$ cat src/rtl/out_fifo_if.sv
// Handshake bundle of the USB full-speed OUT FIFO: SIE receive side and application stream side.
// The slave modport is the FIFO's view; the master modport is the SIE/application view.
interface out_fifo_if;
    logic [7:0] app_out_data_o;
    logic       app_out_valid_o;
    logic       app_out_ready_i;
    logic       out_empty_o;
    logic       out_full_o;
    logic       out_nak_o;
    logic       out_req_i;
    logic [7:0] out_data_i;
    logic       out_valid_i;
    logic       out_ready_i;
    logic       out_err_i;

    modport slave (
        output app_out_data_o, app_out_valid_o, out_empty_o, out_full_o, out_nak_o,
        input  app_out_ready_i, out_req_i, out_data_i, out_valid_i, out_ready_i, out_err_i
    );

    modport master (
        input  app_out_data_o, app_out_valid_o, out_empty_o, out_full_o, out_nak_o,
        output app_out_ready_i, out_req_i, out_data_i, out_valid_i, out_ready_i, out_err_i
    );
endinterface

$ cat src/rtl/out_fifo_mem.sv
// Byte storage for the OUT FIFO: one synchronous write port, one asynchronous read port.
// Contents are cleared by reset so the read port shows 0 on an empty, freshly reset buffer.
module out_fifo_mem #(
    parameter int DEPTH = 17,
    parameter int AW    = 5
) (
    input  logic          clk_i,
    input  logic          rstn_i,
    input  logic          we_i,
    input  logic [AW-1:0] waddr_i,
    input  logic [7:0]    wdata_i,
    input  logic [AW-1:0] raddr_i,
    output logic [7:0]    rdata_o
);
    logic [7:0] mem_q [DEPTH];
    logic [7:0] mem_d [DEPTH];

    always_comb begin
        mem_d = mem_q;
        if (we_i) mem_d[waddr_i] = wdata_i;
    end

    always_ff @(posedge clk_i or negedge rstn_i) begin
        if (!rstn_i) begin
            for (int i = 0; i < DEPTH; i++) mem_q[i] <= '0;
        end else begin
            mem_q <= mem_d;
        end
    end

    assign rdata_o = mem_q[raddr_i];
endmodule

$ cat src/rtl/out_fifo.sv
// USB 2.0 full-speed OUT FIFO: the SIE writes a tentative packet region that is committed on a
// good end of packet or rolled back on error; the application drains committed bytes, paced.
module out_fifo #(
    parameter int OUT_MAXPACKETSIZE = 8,
    parameter int BIT_SAMPLES       = 4
) (
    input logic       clk_i,
    input logic       rstn_i,
    out_fifo_if.slave bus
);
    function automatic int ceil_log2(input int v);
        int r = 0;
        for (int i = 0; i < 31; i++) if ((1 << i) < v) r = i + 1;
        return r;
    endfunction

    localparam int OUT_LENGTH = 2 * OUT_MAXPACKETSIZE + 1;
    localparam int AW         = ceil_log2(OUT_LENGTH);
    localparam int PW         = (BIT_SAMPLES > 1) ? ceil_log2(BIT_SAMPLES) : 1;
    localparam logic [AW-1:0] LAST_IDX = AW'(OUT_LENGTH - 1);
    localparam logic [PW-1:0] PACE_MAX = PW'(BIT_SAMPLES - 1);

    function automatic logic [AW-1:0] inc(input logic [AW-1:0] p);
        return (p == LAST_IDX) ? '0 : p + AW'(1);
    endfunction

    logic [AW-1:0] out_first_q, out_first_d;
    logic [AW-1:0] out_last_q, out_last_d;
    logic [AW-1:0] out_last_qq, out_last_qd;
    logic          ovf_q, ovf_d;
    logic          req_q, req_d;
    logic [PW-1:0] pace_q, pace_d;

    logic          req_rise, we, consume;
    logic [AW-1:0] wptr, wnext;
    logic [AW:0]   free_raw, free;
    logic          empty;

    assign empty    = (out_first_q == out_last_q);
    assign req_rise = bus.out_req_i & ~req_q;
    assign consume  = bus.app_out_valid_o & bus.app_out_ready_i;

    always_comb begin
        out_first_d = out_first_q;
        out_last_d  = out_last_q;
        ovf_d       = ovf_q;
        req_d       = bus.out_req_i;
        pace_d      = pace_q;
        we          = 1'b0;
        // A packet start rebases the tentative pointer even if a byte lands in the same cycle.
        wptr        = req_rise ? out_last_q : out_last_qq;
        wnext       = wptr;
        if (req_rise) ovf_d = 1'b0;
        if (bus.out_valid_i) begin
            if (inc(wptr) == out_first_q) begin
                ovf_d = 1'b1;
            end else begin
                we    = 1'b1;
                wnext = inc(wptr);
            end
        end
        out_last_qd = wnext;
        if (bus.out_err_i) begin
            out_last_qd = out_last_q;
        end else if (bus.out_ready_i) begin
            if (ovf_d) out_last_qd = out_last_q;
            else       out_last_d  = wnext;
        end
        if (consume) begin
            out_first_d = inc(out_first_q);
            pace_d      = '0;
        end else if (pace_q != PACE_MAX) begin
            pace_d = pace_q + PW'(1);
        end
    end

    always_ff @(posedge clk_i or negedge rstn_i) begin
        if (!rstn_i) begin
            out_first_q <= '0;
            out_last_q  <= '0;
            out_last_qq <= '0;
            ovf_q       <= 1'b0;
            req_q       <= 1'b0;
            pace_q      <= '0;
        end else begin
            out_first_q <= out_first_d;
            out_last_q  <= out_last_d;
            out_last_qq <= out_last_qd;
            ovf_q       <= ovf_d;
            req_q       <= req_d;
            pace_q      <= pace_d;
        end
    end

    out_fifo_mem #(.DEPTH(OUT_LENGTH), .AW(AW)) u_mem (
        .clk_i   (clk_i),
        .rstn_i  (rstn_i),
        .we_i    (we),
        .waddr_i (wptr),
        .wdata_i (bus.out_data_i),
        .raddr_i (out_first_q),
        .rdata_o (bus.app_out_data_o)
    );

    // Offset by OUT_LENGTH-1 before subtracting so the free count never goes negative.
    assign free_raw = {1'b0, out_first_q} + (AW+1)'(OUT_LENGTH - 1) - {1'b0, out_last_q};
    assign free     = (free_raw >= (AW+1)'(OUT_LENGTH)) ? free_raw - (AW+1)'(OUT_LENGTH) : free_raw;

    assign bus.out_empty_o     = empty;
    assign bus.out_full_o      = (inc(out_last_qq) == out_first_q);
    assign bus.out_nak_o       = (free < (AW+1)'(OUT_MAXPACKETSIZE));
    assign bus.app_out_valid_o = ~empty & (pace_q == PACE_MAX);
endmodule

$ cat src/flat_wrapper.sv
// flat-port wrapper written by rule: the top's interface ports become plain ports
module out_fifo_flat 
#(
    parameter int OUT_MAXPACKETSIZE = 8,
    parameter int BIT_SAMPLES       = 4
)
  (clk_i, rstn_i, bus_app_out_data_o, bus_app_out_valid_o, bus_out_empty_o, bus_out_full_o, bus_out_nak_o, bus_app_out_ready_i, bus_out_req_i, bus_out_data_i, bus_out_valid_i, bus_out_ready_i, bus_out_err_i);
  out_fifo_if bus_i ();
  input logic clk_i;
  input logic rstn_i;
  output wire logic [$bits(bus_i.app_out_data_o)-1:0] bus_app_out_data_o;
  output wire logic [$bits(bus_i.app_out_valid_o)-1:0] bus_app_out_valid_o;
  output wire logic [$bits(bus_i.out_empty_o)-1:0] bus_out_empty_o;
  output wire logic [$bits(bus_i.out_full_o)-1:0] bus_out_full_o;
  output wire logic [$bits(bus_i.out_nak_o)-1:0] bus_out_nak_o;
  input wire logic [$bits(bus_i.app_out_ready_i)-1:0] bus_app_out_ready_i;
  input wire logic [$bits(bus_i.out_req_i)-1:0] bus_out_req_i;
  input wire logic [$bits(bus_i.out_data_i)-1:0] bus_out_data_i;
  input wire logic [$bits(bus_i.out_valid_i)-1:0] bus_out_valid_i;
  input wire logic [$bits(bus_i.out_ready_i)-1:0] bus_out_ready_i;
  input wire logic [$bits(bus_i.out_err_i)-1:0] bus_out_err_i;
  assign bus_app_out_data_o = bus_i.app_out_data_o;
  assign bus_app_out_valid_o = bus_i.app_out_valid_o;
  assign bus_out_empty_o = bus_i.out_empty_o;
  assign bus_out_full_o = bus_i.out_full_o;
  assign bus_out_nak_o = bus_i.out_nak_o;
  assign bus_i.app_out_ready_i = bus_app_out_ready_i;
  assign bus_i.out_req_i = bus_out_req_i;
  assign bus_i.out_data_i = bus_out_data_i;
  assign bus_i.out_valid_i = bus_out_valid_i;
  assign bus_i.out_ready_i = bus_out_ready_i;
  assign bus_i.out_err_i = bus_out_err_i;
  out_fifo #(.OUT_MAXPACKETSIZE(OUT_MAXPACKETSIZE), .BIT_SAMPLES(BIT_SAMPLES)) u_core (.clk_i(clk_i), .rstn_i(rstn_i), .bus(bus_i));
endmodule
$ cat config.mk
export PLATFORM = sky130hd
export DESIGN_NAME = out_fifo_flat
export DESIGN_NICKNAME = d
export VERILOG_FILES = /design/src/rtl/out_fifo_if.sv /design/src/rtl/out_fifo_mem.sv /design/src/rtl/out_fifo.sv /design/src/flat_wrapper.sv
export SDC_FILE = /design/constraint.sdc
export NUM_CORES = 1
export LEC_CHECK = 0
export CAP_MARGIN = 20
export CORE_MARGIN = 4
export CORE_UTILIZATION = 45
export CTS_CLUSTER_DIAMETER = 100
export DETAILED_ROUTE_END_ITERATION = 6
export PLACE_DENSITY = 0.73
export SYNTH_ARGS = -nofsm -noshare
export SYNTH_HDL_FRONTEND = slang
export SYNTH_SLANG_ARGS = --single-unit
$ cat constraint.sdc
create_clock -name clk_i -period 3.75 [get_ports clk_i]
set_input_delay 0.375 -clock clk_i [delete_from_list [all_inputs] [get_ports clk_i]]
set_output_delay 0.375 -clock clk_i [all_outputs]
set_load 0.02 [all_outputs]
==> results.toml, run 1 <==
[setup_path]
crit_path_max_incr_delay_ps = 610
critical-path-top-delay-family = "buffers and inverters"
cpMaxStageDelayCell = "sky130_fd_sc_hd__clkdlybuf4s50_1"
worstPathMaxFanout = 9
critical_path_buffers_and_inverters = 2
critPathRequiredTime_ps = 3380
critical-path-top-cell-by-count = "sky130_fd_sc_hd__ha_1"
cp.arrival_ps = 3150
worst_setup_path_end_kind = "primary output"
worst_setup_path_start_kind = "flop"
worstPathCellList = "inv_1 > ha_1 > ha_1 > a21o_1 > a21oi_1 > xor2_1 > nor3_1 > xnor2_1 > nor2_1 > clkdlybuf4s50_1"
path_class = "reg -> out"

[detailed_routing]
drt.antenna.violating_nets = 0
detail_route.drc_violations = 0
postRouteWirelength_mm = 18.5
detail_route.wl_per_cell_um = 21.6
drt_first_iter_violations = 278
via_count = 5048
viasPerCell = 5.91
first_pass_iteration_count_of_the_detailed_router = 4

[clock_network]
cts_tree = "built"
post_cts.resized_instances = 0
cts.sink_count = 155
clk_pin_slew_ps = 60
clock_tree.htree_level_count = 4
cts-root-buf = "sky130_fd_sc_hd__clkbuf_16"
cts_post_setup_buffers_inserted = 0
clock_insertion_delay_worst_skew_ps = 420
cts.hold.buffers_added = 0
cts_inserted_buffers = 17
ctsLongestPathBuffers = 2

[run]
max_cap_viol_count = 0

[sta]
hold_viol = 0
final.period_utilization = 0.941
achievable-frequency_mhz = 284
clock-skew-final_ps = 10.0
max_slew_margin = 0.350
hold_slack_ps = 49.5
grt_setup_unrepaired = "no"
setup_viol = 0
final.setup.worst_slack_ps = 223
tightest_slew_ps = 974
timing.final.crit_period_ps = 3530
slew_viol_final = 0

[pwr]
post-layout-total-power_mw = 8.36
power.switching_fraction = 0.357
cellLeakagePower_nw = 4.21
cellPowerDensity_nw_per_um2 = 890
p_int_mw = 5.38
vdd_drop_max_mv = 0.539
netSwitchingPower_mw = 2.98
clockPowerShare = 0.184
comb_power_share = 0.482
pwr-share-seq = 0.335

[min_path]
timing.hold.worst.class = "in -> async"

[global_route]
globalRoute.busiestLayer = "met2"
overflow = 0
grt_util_met2 = 0.323
first_global_vias = 5436
use_met3 = 0.0419
use_met1 = 0.256
wire_length_of_the_first_global_routing_pass_mm = 30.0
initial_antenna_violation_count = 0
groute.usage.overall = 0.192
grt_max_degree = 102

[synth]
synth-adder-area-share = 0.0253
synthesis.nets = 613
multiplexer_share_of_the_synthesized_area = 0.339
syn-mean-instance-area_um2 = 14.1
ys_warn_count = 0
synth.lib_cells_used.distinct = 59
synth_largest_type_area_fraction = 0.472
synth_top_family_by_area = "multiplexers"
synthXorXnorAreaFrac = 0.0149
ys_async_sr_fraction = 1.00
synth_edf_count = 0
synth.cell_area_um2 = 8210
synth.top_cells.by_area = "sky130_fd_sc_hd__dfrtp_1 (47%), sky130_fd_sc_hd__mux2_2 (14%), sky130_fd_sc_hd__mux4_2 (11%)"
synth_compound_gate_area_share = 0.0475
synth-simple-area-share = 0.0698
post-synth-top-area-cell = "sky130_fd_sc_hd__dfrtp_1"
postSynthRegisterBits = 155
synthesis.instances = 582
synthFlopType = "sky130_fd_sc_hd__dfrtp_1"
yosysSeqAreaShare = 0.472

[layout]
antenna_cells_inserted = 0
finalNonFillerCells = 854
commonest_cells_after_routing_fill_and_taps_aside = "sky130_fd_sc_hd__dfrtp_1 (154), sky130_fd_sc_hd__mux2_2 (102), sky130_fd_sc_hd__mux4_2 (40), sky130_fd_sc_hd__mux2_4 (25), sky130_fd_sc_hd__clkdlybuf4s50_1 (25)"
fin_nets = 647
layout.cells.most_common = "sky130_fd_sc_hd__dfrtp_1"
synthToLayoutAreaGrowth_pct = 14.3
layout-drive-gt1-share = 0.381
final_core_util = 0.523

[floorplan]
die_y_um = 143
die-width_um = 143
core_area_um2 = 18000
floorplan.rows = 49
top_ports = 27
floorplan.initialDensity = 0.457
dieArea_um2 = 20500

[place]
place.port_buffers = 26
dpl_worst_slack_ps = -37.3
number_of_placed_instances_with_taps_included = 826
detailed_place_hpwl_mm = 12.3
gp_congestion = 0.872

[status]
outcome = "finished clean"
[final cells by class]
type	count	area (um2)
clock inverter	8	65.1
timing repair buffer	51	537
multi-input combinational	369	4080
tap	229	287
fill	1463	8580
sequential	155	3880
clock buffer	20	457
inverter	22	82.6
[flip-flops by register name, indices dropped and copies added (netlist names)]
register            cells
u_core.out_first_q      5
u_core.req_q            1
u_core.ovf_q            1
u_core.u_mem.mem_q    136
u_core.out_last_q       5
u_core.pace_q           2
u_core.out_last_qq      5
[cell families after synthesis]
group,after synthesis
adder cells (fa/ha/maj),16
buffers and inverters,58
flip-flops,155
multiplexers,200
AND/OR/NAND/NOR,83
AO/OA/AOI/OAI,56
XOR/XNOR,14
[per-stage QoR]
stage | TNS [ps] | cell area (um2)
finish | 0 | 9390
global placement | 0 | 8860
detailed placement | -497 | 8860
floorplan | 0 | 8210
global route | 0 | 9390
CTS | 0 | 9390
[path summary, 6_finish.rpt]
check | startpoint | endpoint | slack (ps) | depth (start not counted)
min in group clk_i | u_core.u_mem.mem_q[110] | u_core.u_mem.mem_q[110] | 480 | 1
max in group asynchronous | rstn_i | u_core.u_mem.mem_q[93] | 2840 | 2
worst min-delay path | rstn_i | u_core.u_mem.mem_q[53] | 50 | 1
worst max-delay path | u_core.out_last_q[2] | bus_out_nak_o | 220 | 10
worst min register to register | u_core.u_mem.mem_q[110] | u_core.u_mem.mem_q[110] | 480 | 1
worst max register to register | u_core.req_q | u_core.u_mem.mem_q[118] | 460 | 12
[cells in the mapped netlist, types with 8 or more instances]
library cell	number
sky130_fd_sc_hd__dfrtp_1	155
sky130_fd_sc_hd__nand2_1	13
sky130_fd_sc_hd__ha_1	15
sky130_fd_sc_hd__mux2i_1	9
sky130_fd_sc_hd__mux2_2	102
sky130_fd_sc_hd__nor2_1	13
sky130_fd_sc_hd__and3_1	8
sky130_fd_sc_hd__buf_1	8
sky130_fd_sc_hd__a21oi_1	14
sky130_fd_sc_hd__inv_1	22
sky130_fd_sc_hd__xnor2_1	11
sky130_fd_sc_hd__a22o_1	8
sky130_fd_sc_hd__nand3_1	12
sky130_fd_sc_hd__mux2_4	25
sky130_fd_sc_hd__clkbuf_1	20
sky130_fd_sc_hd__mux4_2	40
sky130_fd_sc_hd__mux2_1	24
[power by group through the flow]
stage	Sequential, mW	Combinational, mW	Clock [mW]
global placement	2.76	3.91	0
floorplan	2.61	2.96	0
global route	2.86	4.38	1.64
detailed placement	2.81	4.02	0
finish	2.80	4.03	1.54
CTS	2.79	4.05	1.57
[routing by layer]
layer,wire [um],share of wire
met5,0,0
met4,250,0.014
met3,753,0.041
met2,9210,0.50
met1,8250,0.45
Note: power is estimated with default switching activity, not from simulation.
==> inputs of run 2 (changes only) <==
--- a/config.mk
+++ b/config.mk
@@ -9,6 +9,7 @@
 export CORE_MARGIN = 4
 export CORE_UTILIZATION = 45
 export CTS_CLUSTER_DIAMETER = 100
+export CTS_CLUSTER_SIZE = 16
 export DETAILED_ROUTE_END_ITERATION = 6
 export PLACE_DENSITY = 0.73
 export SYNTH_ARGS = -nofsm -noshare
==> results of run 2 <==
Same layout as run 1: the final DEF is identical, and so are final timing and power.
==> inputs of run 3 (changes only) <==
--- a/config.mk
+++ b/config.mk
@@ -11,7 +11,8 @@
 export CTS_CLUSTER_DIAMETER = 100
 export CTS_CLUSTER_SIZE = 16
 export DETAILED_ROUTE_END_ITERATION = 6
-export PLACE_DENSITY = 0.73
+export PLACE_DENSITY = 0.61
+export SLEW_MARGIN = 20
 export SYNTH_ARGS = -nofsm -noshare
 export SYNTH_HDL_FRONTEND = slang
 export SYNTH_SLANG_ARGS = --single-unit
==> results.toml, run 3 (synthesized netlist as in run 1, its figures left out) <==
[clock_network]
clock_tree.htree_level_count = 4
post_cts.resized_instances = 0
cts_post_setup_buffers_inserted = 0
clock_insertion_delay_worst_skew_ps = 420
cts-root-buf = "sky130_fd_sc_hd__clkbuf_16"
cts.sink_count = 155
cts.hold.buffers_added = 0
ctsLongestPathBuffers = 2
clk_pin_slew_ps = 70
cts_tree = "built"
cts_inserted_buffers = 17

[sta]
hold_slack_ps = -19.6
timing.final.crit_period_ps = 3470
max_slew_margin = 0.464
slew_viol_final = 0
tightest_slew_ps = 803
achievable-frequency_mhz = 288
hold_viol = 7
final.period_utilization = 0.925
grt_setup_unrepaired = "no"
timing.setup.tns_ps = 0
clock-skew-final_ps = 10.9
final.setup.worst_slack_ps = 280
setup_viol = 0

[setup_path]
critPathRequiredTime_ps = 3380
cp.arrival_ps = 3100
worst_setup_path_end_kind = "primary output"
path_class = "reg -> out"
worst_setup_path_start_kind = "flop"
worstPathCellList = "inv_1 > ha_1 > ha_1 > a21o_1 > a21oi_1 > xor2_1 > nor3_1 > xnor2_1 > nor2_1 > clkdlybuf4s50_1"
crit_path_max_incr_delay_ps = 600
worstPathMaxFanout = 9
cpMaxStageDelayCell = "sky130_fd_sc_hd__clkdlybuf4s50_1"
critical-path-top-cell-by-count = "sky130_fd_sc_hd__ha_1"

[place]
detailed_place_hpwl_mm = 12.9
gp_congestion = 0.942
number_of_placed_instances_with_taps_included = 830
detailed_place.area_um2 = 8880
dpl_worst_slack_ps = -60.0
place.port_buffers = 26

[floorplan]
die_y_um = 143
dieArea_um2 = 20500
core_area_um2 = 18000
floorplan.initialDensity = 0.457
top_ports = 27
die-width_um = 143
floorplan.rows = 49

[global_route]
wire_length_of_the_first_global_routing_pass_mm = 31.7
groute.usage.overall = 0.205
overflow = 0
grt_max_degree = 81
initial_antenna_violation_count = 0
first_global_vias = 5479

[pwr]
post-layout-total-power_mw = 8.65
power.switching_fraction = 0.347
clockPowerShare = 0.210
netSwitchingPower_mw = 3.00
comb_power_share = 0.466
cellPowerDensity_nw_per_um2 = 911
pwr-share-seq = 0.324
cellLeakagePower_nw = 4.27
p_int_mw = 5.65
vdd_drop_max_mv = 0.755

[detailed_routing]
first_pass_iteration_count_of_the_detailed_router = 4
viasPerCell = 5.97
detail_route.drc_violations = 0
via_count = 5134
detail_route.wl_per_cell_um = 22.8
drt.antenna.violating_nets = 0
postRouteWirelength_mm = 19.6
drt_first_iter_violations = 314

[layout]
commonest_cells_after_routing_fill_and_taps_aside = "sky130_fd_sc_hd__dfrtp_1 (154), sky130_fd_sc_hd__mux2_2 (102), sky130_fd_sc_hd__mux4_2 (40), sky130_fd_sc_hd__mux2_4 (25), sky130_fd_sc_hd__clkdlybuf4s50_1 (25)"
layout-drive-gt1-share = 0.387
layout.cells.most_common = "sky130_fd_sc_hd__dfrtp_1"
finalNonFillerCells = 860
largest-register = "u_core.u_mem.mem_q"
antenna_cells_inserted = 0
final_core_util = 0.529
final_area_um2 = 9500
largest_register_ff_count = 136
synthToLayoutAreaGrowth_pct = 15.7
fin_nets = 651

[run]
max_cap_viol_count = 0

[min_path]
timing.hold.worst.class = "in -> async"

[status]
violated_checks = "hold timing"
outcome = "complete, but fails checks"
run 3: final timing paths:
| check | slack, ps | to | from | cells past startpoint |
|---|---|---|---|---|
| max | 280 | bus_out_nak_o | u_core.out_last_q[2] | 10 |
| min | -20 | u_core.u_mem.mem_q[43] | rstn_i | 1 |
| max reg2reg | 360 | u_core.u_mem.mem_q[109] | u_core.req_q | 11 |
| min reg2reg | 480 | u_core.u_mem.mem_q[47] | u_core.u_mem.mem_q[47] | 1 |
| max in group asynchronous | 2630 | u_core.u_mem.mem_q[39] | rstn_i | 2 |
| min in group clk_i | 480 | u_core.u_mem.mem_q[47] | u_core.u_mem.mem_q[47] | 1 |
run 3: area by class of cell:
cell class	count	area (um2)
clock buffer	18	429
fill	1483	8460
clock inverter	12	188
sequential	155	3880
inverter	22	82.6
multi-input combinational	369	4080
timing repair buffer	55	554
tap	229	287
run 3: critical path: cells and delay by family (launching register included):
kind	cells	cell delay (ps)
fa+ha+maj	2	640
xor+xnor	2	180
compound gates	2	350
buf+inv	2	690
simple gates	2	300
flops	1	530
run 3: power groups by stage:
stage          clock network, mW  registers (mW)  logic [mW]
4_1_cts                     1.85            2.80        4.08
6_report                    1.82            2.80        4.03
3_5_place_dp                   0            2.82        4.06
3_3_place_gp                   0            2.79        3.95
5_1_grt                     1.93            2.87        4.38
2_1_floorplan                  0            2.61        2.96
run 3: layer usage:
metal  global-route usage  vias to the layer above  routed length (um)
li1                     -                     2259                   -
met1                0.286                     2751                8820
met2                0.328                      105                9620
met3               0.0435                       19                 843
met4               0.0570                        0                 324
met5                    0                        -                   0
